==> config.mk <==
export PLATFORM = sky130hd
export DESIGN_NAME = two_pulses_gen_flat
export DESIGN_NICKNAME = d
export VERILOG_FILES = /design/src/rtl/two_pulses_pkg.sv /design/src/rtl/two_pulses_gen_if.sv /design/src/rtl/pulse_gap_cnt.sv /design/src/rtl/two_pulses_gen.sv /design/src/flat_wrapper.sv
export SDC_FILE = /design/constraint.sdc
export NUM_CORES = 1
export LEC_CHECK = 0
export CORE_MARGIN = 4
export CORE_UTILIZATION = 35
export CTS_CLUSTER_DIAMETER = 150
export DETAILED_ROUTE_END_ITERATION = 10
export PLACE_DENSITY = 0.56
export SLEW_MARGIN = 20
export SYNTH_ARGS = -nofsm -noshare
export SYNTH_HDL_FRONTEND = slang
export SYNTH_SLANG_ARGS = --single-unit
==> constraint.sdc <==
create_clock -name clk -period 1.5 [get_ports clk]
set_input_delay 0.225 -clock clk [delete_from_list [all_inputs] [get_ports clk]]
set_output_delay 0.225 -clock clk [all_outputs]
set_load 0.1 [all_outputs]
==> src/rtl/two_pulses_pkg.sv <==
// Shared types and default widths for the two-pulse detector stimulus generator.
package two_pulses_pkg;
    localparam int DEF_CNT_W = 3;
    localparam int DEF_GAP_W = 4;

    typedef enum logic [2:0] {
        IDLE,
        LEAD,
        GAP,
        YP,
        TRAIL,
        HOLD,
        TERM
    } state_t;
endpackage

==> src/rtl/two_pulses_gen_if.sv <==
// Request, configuration, detector response and pulse outputs of two_pulses_gen.
interface two_pulses_gen_if #(
    parameter int CNT_W = two_pulses_pkg::DEF_CNT_W,
    parameter int GAP_W = two_pulses_pkg::DEF_GAP_W
) ();
    logic             start_i;
    logic [CNT_W-1:0] ycnt_i;
    logic [GAP_W-1:0] gap_i;
    logic [GAP_W-1:0] hold_i;
    logic             p_i;
    logic             x_o;
    logic             y_o;
    logic             busy_o;
    logic             done_o;
    logic             pass_o;

    modport master (
        output start_i, ycnt_i, gap_i, hold_i, p_i,
        input  x_o, y_o, busy_o, done_o, pass_o
    );

    modport slave (
        input  start_i, ycnt_i, gap_i, hold_i, p_i,
        output x_o, y_o, busy_o, done_o, pass_o
    );
endinterface

==> src/rtl/pulse_gap_cnt.sv <==
// Loadable down-counter that stops at zero and flags it.
module pulse_gap_cnt #(
    parameter int W = 4
) (
    input  logic         clk,
    input  logic         reset,
    input  logic         load,
    input  logic [W-1:0] load_val,
    input  logic         dec,
    output logic         zero
);
    logic [W-1:0] cnt;

    always_ff @(posedge clk) begin
        if (reset) begin
            cnt <= '0;
        end else if (load) begin
            cnt <= load_val;
        end else if (dec && (cnt != '0)) begin
            cnt <= cnt - W'(1);
        end
    end

    assign zero = (cnt == '0);
endmodule

==> src/rtl/two_pulses_gen.sv <==
// Emits x, y^n, x, y pulse trains to a detector and checks its p response.
// state | meaning
// IDLE  | waiting for start_i; also the cycle carrying done_o
// LEAD  | leading x pulse
// GAP   | gap cycles before a y pulse or before the trailing x
// YP    | one y pulse
// TRAIL | trailing x pulse, p must equal exp
// HOLD  | hold cycles, p must equal exp
// TERM  | terminating y pulse, p must be 0
module two_pulses_gen
    import two_pulses_pkg::*;
#(
    parameter int CNT_W = DEF_CNT_W,
    parameter int GAP_W = DEF_GAP_W
) (
    input logic             clk,
    input logic             reset,
    two_pulses_gen_if.slave bus
);
    state_t           state, state_nx;
    logic [GAP_W-1:0] gap_r, hold_r;
    logic             exp_r, error_q, done_q;
    logic             accept, err_set;
    logic             tmr_load, tmr_dec, tmr_zero;
    logic [GAP_W-1:0] tmr_val;
    logic             ycnt_dec, ycnt_zero;

    pulse_gap_cnt #(.W(GAP_W)) u_tmr (
        .clk      (clk),
        .reset    (reset),
        .load     (tmr_load),
        .load_val (tmr_val),
        .dec      (tmr_dec),
        .zero     (tmr_zero)
    );

    // Remaining y pulses; decremented on the way into each YP.
    pulse_gap_cnt #(.W(CNT_W)) u_ycnt (
        .clk      (clk),
        .reset    (reset),
        .load     (accept),
        .load_val (bus.ycnt_i),
        .dec      (ycnt_dec),
        .zero     (ycnt_zero)
    );

    always_comb begin
        state_nx = state;
        accept   = 1'b0;
        err_set  = 1'b0;
        tmr_load = 1'b0;
        tmr_dec  = 1'b0;
        tmr_val  = gap_r - GAP_W'(1);
        ycnt_dec = 1'b0;
        unique case (state)
            IDLE: begin
                if (bus.start_i) begin
                    accept   = 1'b1;
                    state_nx = LEAD;
                end
            end
            LEAD, YP: begin
                if (gap_r != '0) begin
                    tmr_load = 1'b1;
                    state_nx = GAP;
                end else if (!ycnt_zero) begin
                    ycnt_dec = 1'b1;
                    state_nx = YP;
                end else begin
                    state_nx = TRAIL;
                end
            end
            GAP: begin
                if (!tmr_zero) begin
                    tmr_dec = 1'b1;
                end else if (!ycnt_zero) begin
                    ycnt_dec = 1'b1;
                    state_nx = YP;
                end else begin
                    state_nx = TRAIL;
                end
            end
            TRAIL: begin
                err_set = (bus.p_i != exp_r);
                if (hold_r != '0) begin
                    tmr_load = 1'b1;
                    tmr_val  = hold_r - GAP_W'(1);
                    state_nx = HOLD;
                end else begin
                    state_nx = TERM;
                end
            end
            HOLD: begin
                err_set = (bus.p_i != exp_r);
                if (!tmr_zero) begin
                    tmr_dec = 1'b1;
                end else begin
                    state_nx = TERM;
                end
            end
            TERM: begin
                err_set  = bus.p_i;
                state_nx = IDLE;
            end
            default: state_nx = IDLE;
        endcase
    end

    always_ff @(posedge clk) begin
        if (reset) begin
            state   <= IDLE;
            gap_r   <= '0;
            hold_r  <= '0;
            exp_r   <= 1'b0;
            error_q <= 1'b0;
            done_q  <= 1'b0;
        end else begin
            state  <= state_nx;
            done_q <= (state == TERM);
            if (accept) begin
                gap_r   <= bus.gap_i;
                hold_r  <= bus.hold_i;
                exp_r   <= (bus.ycnt_i == CNT_W'(2));
                error_q <= 1'b0;
            end else if (err_set) begin
                error_q <= 1'b1;
            end
        end
    end

    // busy also covers the done cycle, giving 4 + ycnt*(gap+1) + gap + hold cycles.
    assign bus.x_o    = (state == LEAD) || (state == TRAIL);
    assign bus.y_o    = (state == YP) || (state == TERM);
    assign bus.busy_o = (state != IDLE) || done_q;
    assign bus.done_o = done_q;
    assign bus.pass_o = done_q && !error_q;
endmodule
==> src/flat_wrapper.sv <==
// flat-port wrapper written by rule: the top's interface ports become plain ports
module two_pulses_gen_flat import two_pulses_pkg::*;
#(
    parameter int CNT_W = DEF_CNT_W,
    parameter int GAP_W = DEF_GAP_W
)
  (clk, reset, bus_start_i, bus_ycnt_i, bus_gap_i, bus_hold_i, bus_p_i, bus_x_o, bus_y_o, bus_busy_o, bus_done_o, bus_pass_o);
  two_pulses_gen_if #(.CNT_W(CNT_W), .GAP_W(GAP_W)) bus_i ();
  input logic clk;
  input logic reset;
  input wire logic [$bits(bus_i.start_i)-1:0] bus_start_i;
  input wire logic [$bits(bus_i.ycnt_i)-1:0] bus_ycnt_i;
  input wire logic [$bits(bus_i.gap_i)-1:0] bus_gap_i;
  input wire logic [$bits(bus_i.hold_i)-1:0] bus_hold_i;
  input wire logic [$bits(bus_i.p_i)-1:0] bus_p_i;
  output wire logic [$bits(bus_i.x_o)-1:0] bus_x_o;
  output wire logic [$bits(bus_i.y_o)-1:0] bus_y_o;
  output wire logic [$bits(bus_i.busy_o)-1:0] bus_busy_o;
  output wire logic [$bits(bus_i.done_o)-1:0] bus_done_o;
  output wire logic [$bits(bus_i.pass_o)-1:0] bus_pass_o;
  assign bus_i.start_i = bus_start_i;
  assign bus_i.ycnt_i = bus_ycnt_i;
  assign bus_i.gap_i = bus_gap_i;
  assign bus_i.hold_i = bus_hold_i;
  assign bus_i.p_i = bus_p_i;
  assign bus_x_o = bus_i.x_o;
  assign bus_y_o = bus_i.y_o;
  assign bus_busy_o = bus_i.busy_o;
  assign bus_done_o = bus_i.done_o;
  assign bus_pass_o = bus_i.pass_o;
  two_pulses_gen #(.CNT_W(CNT_W), .GAP_W(GAP_W)) u_core (.clk(clk), .reset(reset), .bus(bus_i));
endmodule
==> results.md <==
- Post-synth top flop: dfxtp_1
- DP Area: 1940 um^2
- Worst Hold Class: reg2reg
- RD Place Congestion: 0.810
- Cells after synthesis: 172
- CTS Root Cell: clkbuf_8
- Initial core utilization: 36.9%
- Vias: 1347
- Die width: 70.6 um
- DRT met1 WL: 1430 um
- Failing checks: setup timing
- Worst setup margin: -126 ps
- DR vias/cell: 5.03
- Psw: 2.13 mW
- Highest routed layer: met4
- GRT overflow: 0
- IO buf count: 19
- GRT Total Usage: 14.3%
- Fmax: 615 MHz
- Final setup fails: 7
- Setup TNS: -547 ps
- Clk_lat worst skew: 270 ps
- H-tree depth: 1
- Async set or reset register ratio after synthesis: 0%
- Synth Register Bits: 21
- CORE AREA: 3720 um^2
- Crit path time final: 1630 ps
- Switching portion of total power: 44.8%
- Peak VDD IR: 0.000703 V
- Pins Over Slew Limit: 0
- Avg Cell Area, Syn: 7.97 um^2
- Register area: 438 um^2
- Crit path launch type: flop
- CTS tree: built
- Unrepaired setup endpoints after global routing: yes
- Clock slew at reported path FFs: 80 ps
- Num ports: 20
- Skew final: 2.01 ps
- Power share of the sequential group: 19.4%
- Post-route ant nets: 0
- Clk sinks: 21
- Layout area overhead: 55.0%
- Lkg Pwr: 0.831 nW
- Die area: 4980 um^2
- First-pass GRT wire length: 5840 um
- Arr. time, crit path: 1810 ps
- Met3 wire length: 128 um
- Sequential fraction of the synthesis area: 30.7%
- WL per Instance: 12.8 um
- Worst-Margin Slew: 362 ps
- Final Instance Area: 2120 um^2
- Final Hold Fails: 0
- Syn Nets: 193
- Pwr dens: 2240 nW/um^2
- CTS Buffer Depth: 2
- WP data required: 1680 ps
- Distinct cells, synth: 46
- Vias in the first global route: 1367
- CP Max Fanout: 4
- Slew headroom: 75.8%
- Crit Path Class: reg2reg
- FP Rows: 22
- Initial antenna violation count: 0
- Post-synth EDFFs: 0
- CTS Buf Count: 3
- Share of layout cells above drive strength 1: 38.2%
- Run status: complete, but fails checks
- Cell Area, Synth: 1370 um^2
- Post-DP HPWL: 2630 um
- Fillers: 350
- Iter 0 DRT Violations: 38
- Period utilisation layout: 108%
- Diodes inserted: 0
- Die height: 70.6 um
- Clk pwr share: 8.1%
- Logic pwr share: 72.5%
- Met2 WL post-DR: 1810 um
- Largest net degree at the start of global routing: 14
- Nets: 242
- Multi-input logic area: 1030 um^2
- WL final: 3440 um
- Residual DRC: 0
- Drt pass-1 iters: 4
- Yosys warnings: 0
- Maxcap violations: 0
- Internal power: 2.62 mW
- CTS hold repair buffers: 0
- CP Capture Type: flop
[power groups by stage]
stage / sequential (mW) / combinational, mW / clock [mW]
after floorplan: 0.877 / 2.09 / 0
after global placement: 0.890 / 3.05 / 0
after detailed placement: 0.899 / 3.09 / 0
after CTS: 0.914 / 3.36 / 0.403
after global routing: 0.953 / 3.73 / 0.424
final: 0.923 / 3.45 / 0.386
[registers in the layout (all words and copies together) (netlist names)]
name / cells
u_core.gap_r: 4
u_core.state: 3
u_core.error_q: 1
u_core.bus.done_o: 1
u_core.u_ycnt.cnt: 3
u_core.u_tmr.cnt: 4
u_core.exp_r: 1
u_core.hold_r: 4
[timing repair]
action	CTS	global route
resized for setup	21	10
pin swaps	4	5
hold endpoints to repair	0	0
endpoints found under the setup margin	11	12
buffers inserted	3	2
[synth_stat cells, drive strengths merged, types with 3 or more instances]
cell type | count | area share [%]
nor3b | 5 | 4.7
xnor2 | 5 | 3.2
ha | 6 | 5.5
nand3b | 3 | 1.6
clkbuf | 5 | 1.4
nand2b | 5 | 2.3
a21oi | 13 | 4.7
nor2b | 5 | 2.3
a22oi | 3 | 2.0
dfxtp | 21 | 31
buf | 5 | 1.7
nor2 | 14 | 4.0
o21ai | 4 | 1.5
a211oi | 3 | 1.6
inv | 10 | 2.7
nand2 | 19 | 5.2
a21o | 3 | 1.6
nor3 | 9 | 3.3
nand3 | 5 | 1.8
[per-stage QoR]
stage	instances	hold slack (ps)	util, %	setup WS [ps]	total power [mW]
after floorplan	172	353	-	-125	2.97
after global placement	260	465	52.2	-152	3.94
after CTS	267	479	55.8	-131	4.68
after global routing	268	494	57.1	-207	5.11
final	268	479	57.1	-126	4.75
after detailed placement	260	470	52.2	-199	3.99
[critical path, stage by stage (launching register included)]
cell and delay, ps:
dfxtp_2 330, inv_2 50, ha_1 140, nor3b_4 260, a22oi_2 140, or4_4 430, a311oi_2 200
[path summary, 6_finish.rpt]
path,start,end,slack [ps],depth (start not counted)
setup / recovery,u_core.gap_r[0]$_SDFFE_PP0P_,u_core.u_ycnt.cnt[2]$_SDFFE_PP0P_,-130,6
hold reg to reg,u_core.exp_r$_SDFFE_PP0P_,u_core.exp_r$_SDFFE_PP0P_,480,2
hold / removal,u_core.exp_r$_SDFFE_PP0P_,u_core.exp_r$_SDFFE_PP0P_,480,2
setup reg to reg,u_core.gap_r[0]$_SDFFE_PP0P_,u_core.u_ycnt.cnt[2]$_SDFFE_PP0P_,-130,6
[cell families (layout without fill, tap and decap cells)]
family,Yosys count,after routing,synth area share [%]
muxes,2,2,1.55
adders and majority gates,6,6,5.48
and+or+nand+nor,75,75,31.2
DFF,21,21,30.7
AOI/OAI and AO/OA,41,41,20.7
buffers and inverters,20,68,5.84
xor gates and xnor gates,7,7,4.47
[layout by cell type, fill, tap and decap left out, drive strengths merged, types with 2 or more instances in the layout]
cell and n:
ha 6, o21ai 4, clkdlybuf4s50 14, a2bb2oi 2
a311oi 2, xor2 2, nor2b 5, nand3b 3
and3b 2, xnor2 5, dfxtp 21, a21oi 13
nor2 14, or3b 2, a22oi 3, inv 10
or3 2, clkbuf 4, a21o 3, o22ai 2
nor3b 5, a22o 2, nand2b 5, buf 40
nand2 19, or4 2, a211oi 3, nand3 5
nor3 9
[final cells by class]
type	instances	share of cell area, %
sequential	21	20.6
timing repair buffer	54	24.2
clock buffer	4	2.12
inverter	10	1.77
multi-input combinational	131	48.4
tap	48	2.83
[per-layer routing]
metal	track usage, %	vias up
li1	-	702
met1	15.7	616
met2	26.9	23
met3	3.41	6
met4	4.59	0
met5	0	-
No activity file was read; power rests on OpenSTA's default activity.
